**src/rtl/pipe_addsub.sv**
```systemverilog
// Pipelined lookahead adder/subtractor: operands are split into STAGES chunks,
// one chunk is resolved per stage with the carry registered between stages.
module pipe_addsub #(
  parameter int unsigned WIDTH  = 64,
  parameter int unsigned STAGES = 4
) (
  input  logic             clk,
  input  logic             reset,
  input  logic             in_valid,
  output logic             in_ready,
  input  logic [WIDTH-1:0] a,
  input  logic [WIDTH-1:0] b,
  input  logic             cIn,
  input  logic             sub,
  output logic             out_valid,
  input  logic             out_ready,
  output logic [WIDTH-1:0] s,
  output logic             cOut,
  output logic             ovf,
  output logic             zero,
  output logic             neg
);

  localparam int unsigned CW = WIDTH / STAGES;

  logic en;

  // Global advance: an empty or retiring output slot lets every stage shift.
  assign en       = !out_valid || out_ready;
  assign in_ready = en;

  // Parallel-prefix chunk adder; returns {carry_out, sum}.
  function automatic logic [CW:0] cla(input logic [CW-1:0] x,
                                      input logic [CW-1:0] y,
                                      input logic          ci);
    logic [CW-1:0] g, p, gg, pp, c;
    g  = x & y;
    p  = x ^ y;
    gg = g;
    pp = p;
    for (int d = 1; d < int'(CW); d = d * 2) begin
      for (int i = int'(CW) - 1; i >= d; i--) begin
        gg[i] = gg[i] | (pp[i] & gg[i-d]);
        pp[i] = pp[i] & pp[i-d];
      end
    end
    c[0] = ci;
    for (int i = 1; i < int'(CW); i++) begin
      c[i] = gg[i-1] | (pp[i-1] & ci);
    end
    return {gg[CW-1] | (pp[CW-1] & ci), p ^ c};
  endfunction

  for (genvar k = 0; k < int'(STAGES); k++) begin : g_stage
    localparam int unsigned LO = k * CW;
    localparam int unsigned BW = WIDTH - LO;

    // acc holds resolved sum chunks below LO and untouched operand-A chunks above.
    logic [WIDTH-1:0] acc_in, acc_nx;
    logic [BW-1:0]    b_in;
    logic             c_in, v_in;
    logic [CW:0]      r;

    if (k == 0) begin : g_src
      assign acc_in = a;
      assign b_in   = sub ? ~b : b;
      assign c_in   = cIn ^ sub;
      assign v_in   = in_valid;
    end else begin : g_src
      assign acc_in = g_stage[k-1].g_reg.acc_q;
      assign b_in   = g_stage[k-1].g_reg.b_q;
      assign c_in   = g_stage[k-1].g_reg.c_q;
      assign v_in   = g_stage[k-1].g_reg.v_q;
    end

    assign r = cla(acc_in[LO +: CW], b_in[CW-1:0], c_in);

    always_comb begin
      acc_nx             = acc_in;
      acc_nx[LO +: CW]   = r[CW-1:0];
    end

    if (k < int'(STAGES) - 1) begin : g_reg
      logic [WIDTH-1:0] acc_q;
      logic [BW-CW-1:0] b_q;
      logic             c_q, v_q;

      always_ff @(posedge clk) begin
        if (reset) begin
          acc_q <= '0;
          b_q   <= '0;
          c_q   <= 1'b0;
          v_q   <= 1'b0;
        end else if (en) begin
          acc_q <= acc_nx;
          b_q   <= b_in[BW-1:CW];
          c_q   <= r[CW];
          v_q   <= v_in;
        end
      end
    end else begin : g_out
      logic cmsb;

      // Carry into the MSB recovered from the MSB sum bit and its operands.
      assign cmsb = acc_in[WIDTH-1] ^ b_in[CW-1] ^ acc_nx[WIDTH-1];

      always_ff @(posedge clk) begin
        if (reset) begin
          out_valid <= 1'b0;
          s         <= '0;
          cOut      <= 1'b0;
          ovf       <= 1'b0;
          zero      <= 1'b0;
          neg       <= 1'b0;
        end else if (en) begin
          out_valid <= v_in;
          s         <= acc_nx;
          cOut      <= r[CW];
          ovf       <= cmsb ^ r[CW];
          zero      <= (acc_nx == '0);
          neg       <= acc_nx[WIDTH-1];
        end
      end
    end
  end

endmodule

```
**config.mk**
```make
export PLATFORM = sky130hd
export DESIGN_NAME = pipe_addsub
export DESIGN_NICKNAME = d
export VERILOG_FILES = /design/src/rtl/pipe_addsub.sv
export SDC_FILE = /design/constraint.sdc
export NUM_CORES = 1
export LEC_CHECK = 0
export ABC_CLOCK_PERIOD_IN_PS = 4900
export CORE_MARGIN = 8
export CORE_UTILIZATION = 45
export CTS_CLUSTER_DIAMETER = 60
export DETAILED_ROUTE_END_ITERATION = 7
export PLACE_DENSITY = 0.65
export SLEW_MARGIN = 5
export SYNTH_ARGS = -nofsm -noshare
export SYNTH_HDL_FRONTEND = slang
export SYNTH_SLANG_ARGS = --single-unit
```
**constraint.sdc**
```tcl
create_clock -name clk -period 4.9 [get_ports clk]
set_input_delay 0.98 -clock clk [delete_from_list [all_inputs] [get_ports clk]]
set_output_delay 0.98 -clock clk [all_outputs]
set_load 0.02 [all_outputs]
```
==> metrics.txt, run 1 <==
syn nets=2091; core footprint=33530 um^2; #FFs+latches synth=362; post-route design area=18890 um^2; RSZ-0062 raised after global routing=false; number of buffers created by CTS=39; Post-Route Setup TNS=0 ns; Seq pwr share=around 46%; Routed Antenna Nets=0; cts repair resizes=0; clk_lat worst skew=about 0.5 ns; status=complete, no violations; Int Pwr=~5.4 mW; Placed Area=17540 um^2; initial DRC count=929; routability cong.=0.8344; Port Buffer Count=203; max_cap viols=0; share of synthesized flip-flops with an asynchronous set or reset=0%; crit start category=primary input; Worst R2R Setup Slack=around 1.9 ns; CP dominant cell by count=clkdlybuf4s50_1; Initial DRT Pass Iterations=4; Hold Crit Depth=2; nets=2219; synth warn=0; Post-Place Cells=2424; total clock sinks=about 360; final worst slack=about 1.3 ns; initial antenna violation count=6; crit share post-route=roughly 74%; Worst Path Required=just under 4 ns; combinational fraction of design power=12.1%; Largest stage delay, worst path=0.71 ns; Longest Clk Path Bufs=3; Clock transition at path regs=0.06 ns; power share of the clock group=between 40% and 50%; Final Hold Viols=0; FF-to-FF End=zero; reg2reg path depth=9; vias in the first global route=11809; Worst Hold Class=register to register; Synth Instances=1889; Leak=between 7 and 8 nW; worst hold endpoint=s[40]; maximum vdd ir drop=0.0001892 V; Syn Std Cell Area=15280 um^2; worst-margin pin slew=0.8603 ns; Final Max Tran Viols=0; min-delay src=s[40]; Place WS=1.016 ns; Die ar.=40120 um^2; commonest non-fill, non-tap cells in the layout=576 x nand2_1, 362 x dfxtp_1, 310 x a21oi_1; hold_buf cts=0; setup repair bufs after CTS=0; largest net degree at the start of global routing=183; Syn Area/Cell=8.091 um^2; All-Layer GR Usage=a little under a fifth; CP max stage cell=clkdlybuf4s50_1; Seq/Total Area, Yosys=47.41%; Via-to-Cell Ratio=approximately 5; Final Non-Filler Cells=~2500; detailed-route DRC error count=0; Worst Skew=0.01291 ns; Initial Util=45.58%; fin util=between 50 and 60%; CP max FO=75; PD cells=377.9 nW/um^2; CTS tree=yes; die width=~200 um; most common cell after layout, fill and taps aside=nand2_1; final setup fails=0; Post-synth EDFFs=0; Power, Total=7.140 mW; critical path class=primary input to primary output; Hold WS=0.4486 ns; global-route wire length before repair=63.14 mm; Setup crit end kind=primary output; Yosys cell types=51; slew margin rel.=42.65%; worst path cell trace=clkdlybuf4s50_1, nor2b_4, inv_8, clkdlybuf4s50_1; row count=67; Primary FF master, synth=dfxtp_1; Arr. time, crit path=2.63 ns; chip height=200.3 um; sw power=~1.7 mW; min Tclk post-route=3.614 ns; Sw Share=23.85%; CTS HTree Levels=2; fraction of layout cells with a size suffix above 1=4.354%; reg2reg start=g_stage[2].g_reg.acc_q[48]; Routed WL=39.06 mm; via count=12591; Root Buffer=clkbuf_16; I/O pin count=204; dpl hpwl=26.95 mm; Peak Freq=276.7 MHz; grt ovf=0; P&R area growth vs syn=23.59%; DR WL/cell=15.66 um
## power groups by stage
stage / Sequential (mW) / Clock [mW] / Combinational (mW)
after CTS: 3.27 / 3.07 / 0.869
after global routing: 3.29 / 3.20 / 0.960
after global placement: 3.32 / 0 / 0.850
after floorplan: 3.32 / 0 / 0.532
final: 3.27 / 3.01 / 0.864
after detailed placement: 3.33 / 0 / 0.863
## logic make-up (layout without fill, tap and decap cells)
family / after synthesis / count (layout) / synth area share [%]
multiplexers: 1 / 1 / 0.06549
other: 0 / 2 / 0
AND/OR/NAND/NOR: 761 / 761 / 19.83
XOR/XNOR: 113 / 113 / 6.475
flip-flops: 362 / 362 / 47.41
AO/OA/AOI/OAI: 441 / 441 / 16.91
adder cells (fa/ha/maj): 68 / 68 / 5.763
buffers and inverters: 143 / 298 / 3.536
## flip-flops by register name (all words and copies together) (netlist names)
name,flops
cOut,1
g_stage.g_reg.acc_q,192
g_stage.g_reg.b_q,96
g_stage.g_reg.c_q,3
g_stage.g_reg.v_q,3
out_valid,1
ovf,1
s,64
zero,1
## metal layers
| layer | routed length, um | part of all wire [%] | vias to the layer above | GRT usage (%) |
|---|---|---|---|---|
| met1 | 20380 | 52 | 5688 | 28.80 |
| li1 | - | - | 6562 | - |
| met2 | 15670 | 40 | 278 | 25.67 |
| met5 | 55 | 0.14 | - | 0 |
| met4 | 541 | 1.4 | 8 | 3.574 |
| met3 | 2413 | 6.2 | 55 | 4.018 |
## worst max-delay path by stage
| stage | from | end | slack (ns) | cells after the start |
|---|---|---|---|---|
| 6_report | out_ready | in_ready | 1.29 | 4 |
| 5_1_grt | out_ready | in_ready | 1.23 | 4 |
| 4_1_cts | out_ready | in_ready | 1.28 | 4 |
| 3_5_place_dp | b[5] | g_stage[0].g_reg.acc_q[15] | 1.02 | 12 |
| 3_3_place_gp | b[5] | g_stage[0].g_reg.acc_q[15] | 1.06 | 12 |
| 2_1_floorplan | sub | g_stage[0].g_reg.acc_q[15] | 0.45 | 14 |
## synth_stat cells (all sizes together), types with 4 or more instances
cell type	count	share of area, %
a21oi	311	10
o21ai	14	0.46
inv	16	0.39
nor4	12	0.49
a22o	9	0.52
nor3	15	0.49
a21o	11	0.55
nor2	106	2.6
o21bai	5	0.27
xor2	39	2.2
or3	9	0.37
fa	4	0.52
nand2	576	14
clkbuf	120	2.9
and3	5	0.20
dfxtp	362	47
nand4	7	0.29
nand3	12	0.39
ha	64	5.2
buf	6	0.17
a211oi	72	3.6
xnor2	74	4.2
nor2b	7	0.29
## worst max-delay path: cells and delay by family
kind,cells,cell delay (ns)
buffers and inverters,3,1.51
and+or+nand+nor,1,0.10
## cell type report
class                           count  area, um^2
Timing Repair Buffer              213        2160
Multi-Input combinational cell   1384        7507
Tap cell                          448       560.5
Inverter                           17       71.32
Clock inverter                      6       105.1
Clock buffer                       62        1235
Fill cell                        3120       14640
Antenna cell                        2       5.005
Sequential cell                   362        7247
No activity file was read; power rests on OpenSTA's default activity.
==> inputs of run 2 (changes only) <==
Settings changed: ABC_CLOCK_PERIOD_IN_PS 4900 to 3500.
Clock period 4.9 ns to 3.5 ns, I/O delays scaled along.
==> run 2 against run 1 <==
- utilization unchanged
- final cell count grew 0.28%
- combinational power grew 39%
- highest routed layer unchanged
==> metrics.txt, run 2 (synthesized netlist as in run 1, its figures left out) <==
status=complete, no violations (unchanged); Longest Clk Path Bufs=3 (unchanged); global-route wire length before repair=64.10 mm (was 63.14 mm); min Tclk post-route=3.016 ns; routability cong.=0.8599 (was 0.8344); Leak=7.492 nW (was 7.489 nW); nets=2225 (was 2219); cts repair resizes=0 (unchanged); grt ovf=0 (unchanged); max_cap viols=0 (unchanged); vias in the first global route=12166 (was 11809); RSZ-0062 raised after global routing=false (unchanged); Routed WL=39.09 mm (was 39.06 mm); Worst Path Required=3.91 ns (was 3.92 ns); initial antenna violation count=2 (was 6); hold_buf cts=0 (unchanged); Arr. time, crit path=3.42 ns (was 2.63 ns); Initial DRT Pass Iterations=5 (was 4); largest net degree at the start of global routing=241 (was 183); post-route design area=18890 um^2 (unchanged); Reg area=7247 um^2 (unchanged); detailed-route DRC error count=0 (unchanged); slew margin rel.=27.69% (was 42.65%); clk_lat worst skew=0.52 ns (was 0.51 ns); Placed Area=17570 um^2 (was 17540 um^2); Via-to-Cell Ratio=5.049 (about the same); Biggest register=g_stage.g_reg.acc_q (unchanged); initial DRC count=821 (was 929); CTS tree=yes (unchanged); crit start category=primary input (unchanged); core footprint=33530 um^2 (unchanged); Worst Skew=0.009218 ns (was 0.01291 ns); Root Buffer=clkbuf_16 (unchanged); critical path class=primary input to register (was primary input to primary output); Setup crit end kind=register (was primary output); crit share post-route=86.16%; max FFs per register=192 (unchanged); Final Max Tran Viols=0 (unchanged); All-Layer GR Usage=18.76% (was 18.54%); commonest non-fill, non-tap cells in the layout=576 x nand2_1, 362 x dfxtp_1, 310 x a21oi_1 (unchanged); fin util=56.34% (unchanged); most common cell after layout, fill and taps aside=nand2_1 (unchanged); P&R area growth vs syn=23.59% (unchanged); total clock sinks=362 (unchanged); I/O pin count=204 (unchanged); die width=200.3 um (unchanged); dpl hpwl=27.09 mm (was 26.95 mm); number of buffers created by CTS=38 (was 39); CP max FO=3 (was 75); Post-Place Cells=2431 (was 2424); worst-margin pin slew=1.085 ns (was 0.8603 ns); Place WS=-0.01942 ns (was 1.016 ns); row count=67 (unchanged); Initial Util=45.58% (unchanged); area of the multi-input gates=7505 um^2 (was 7507 um^2); Final Non-Filler Cells=2501 (was 2494); Die ar.=40120 um^2 (unchanged); Worst Hold Class=register to register (unchanged); maximum vdd ir drop=0.0002700 V (was 0.0001892 V); Routed Antenna Nets=0 (unchanged); Peak Freq=331.6 MHz; via count=12627 (was 12591); fraction of layout cells with a size suffix above 1=4.678% (was 4.354%); Largest regs=g_stage.g_reg.acc_q: 192 flops, g_stage.g_reg.b_q: 96 flops, s: 64 flops (unchanged); final setup fails=0 (unchanged); final worst slack=0.4845 ns (was 1.286 ns); Clock transition at path regs=0.06 ns (about the same); PD cells=527.4 nW/um^2 (was 377.9 nW/um^2); chip height=200.3 um (unchanged); Port Buffer Count=203 (unchanged); Post-Route Setup TNS=0 ns (unchanged); CTS HTree Levels=2 (unchanged); Final Hold Viols=0 (unchanged); setup repair bufs after CTS=0 (unchanged); Filler cells=3138 (was 3120); DR WL/cell=15.63 um (was 15.66 um)
-- run 2: worst paths after layout --
kind	startpoint	end	slack, ns	cells past startpoint
worst max-delay path	b[5]	g_stage[0].g_reg.acc_q[15]	0.48	12
worst min-delay path	g_stage[1].g_reg.acc_q[14]	g_stage[1].g_reg.acc_q[14]	0.45	2
worst max register to register	g_stage[2].g_reg.acc_q[48]	zero	0.54	9
worst min register to register	g_stage[1].g_reg.acc_q[14]	g_stage[1].g_reg.acc_q[14]	0.45	2
-- run 2: through the flow --
step / power [mW] / hold WS (ns)
floorplan: 5.395 / 0.4321
global placement: 5.847 / 0.4385
detailed placement: 5.874 / 0.4441
CTS: 10.05 / 0.4528
global route: 10.40 / 0.4650
finish: 9.964 / 0.4522
-- run 2: worst max-delay path, cell delays in order --
cell and delay, ns:
clkdlybuf4s50_1 0.47, xor2_1 0.15, ha_1 0.27, a21o_1 0.19, a21oi_1 0.17, o21ai_0 0.12, nor4_1 0.26, or3_1 0.22
nand3_1 0.11, a31o_2 0.25, or2_2 0.27, a32o_1 0.25
-- run 2: where the power goes --
| group | internal, mW | switching, mW | total (mW) |
|---|---|---|---|
| Combinational | 0.583 | 0.617 | 1.20 |
| Clock | 2.55 | 1.63 | 4.18 |
| Sequential | 4.41 | 0.181 | 4.59 |
| Total | 7.54 | 2.43 | 9.96 |
-- run 2: layout make-up --
cell class,count,share of cell area (%)
diodes,1,0.01325
clock buffers,58,6.246
clock inverters,11,0.7286
inverters,17,0.3775
multi-input cells,1384,39.73
flip-flops and latches,362,38.36
well taps,448,2.967
repair buffers,220,11.58
-- run 2: metal layers --
metal	GRT usage (%)	vias to the layer above	share of wire [%]
li1	-	6605	-
met1	29.13	5709	54
met2	26.14	257	39
met3	3.582	52	5.0
met4	4.152	4	1.6
met5	0	-	0.069
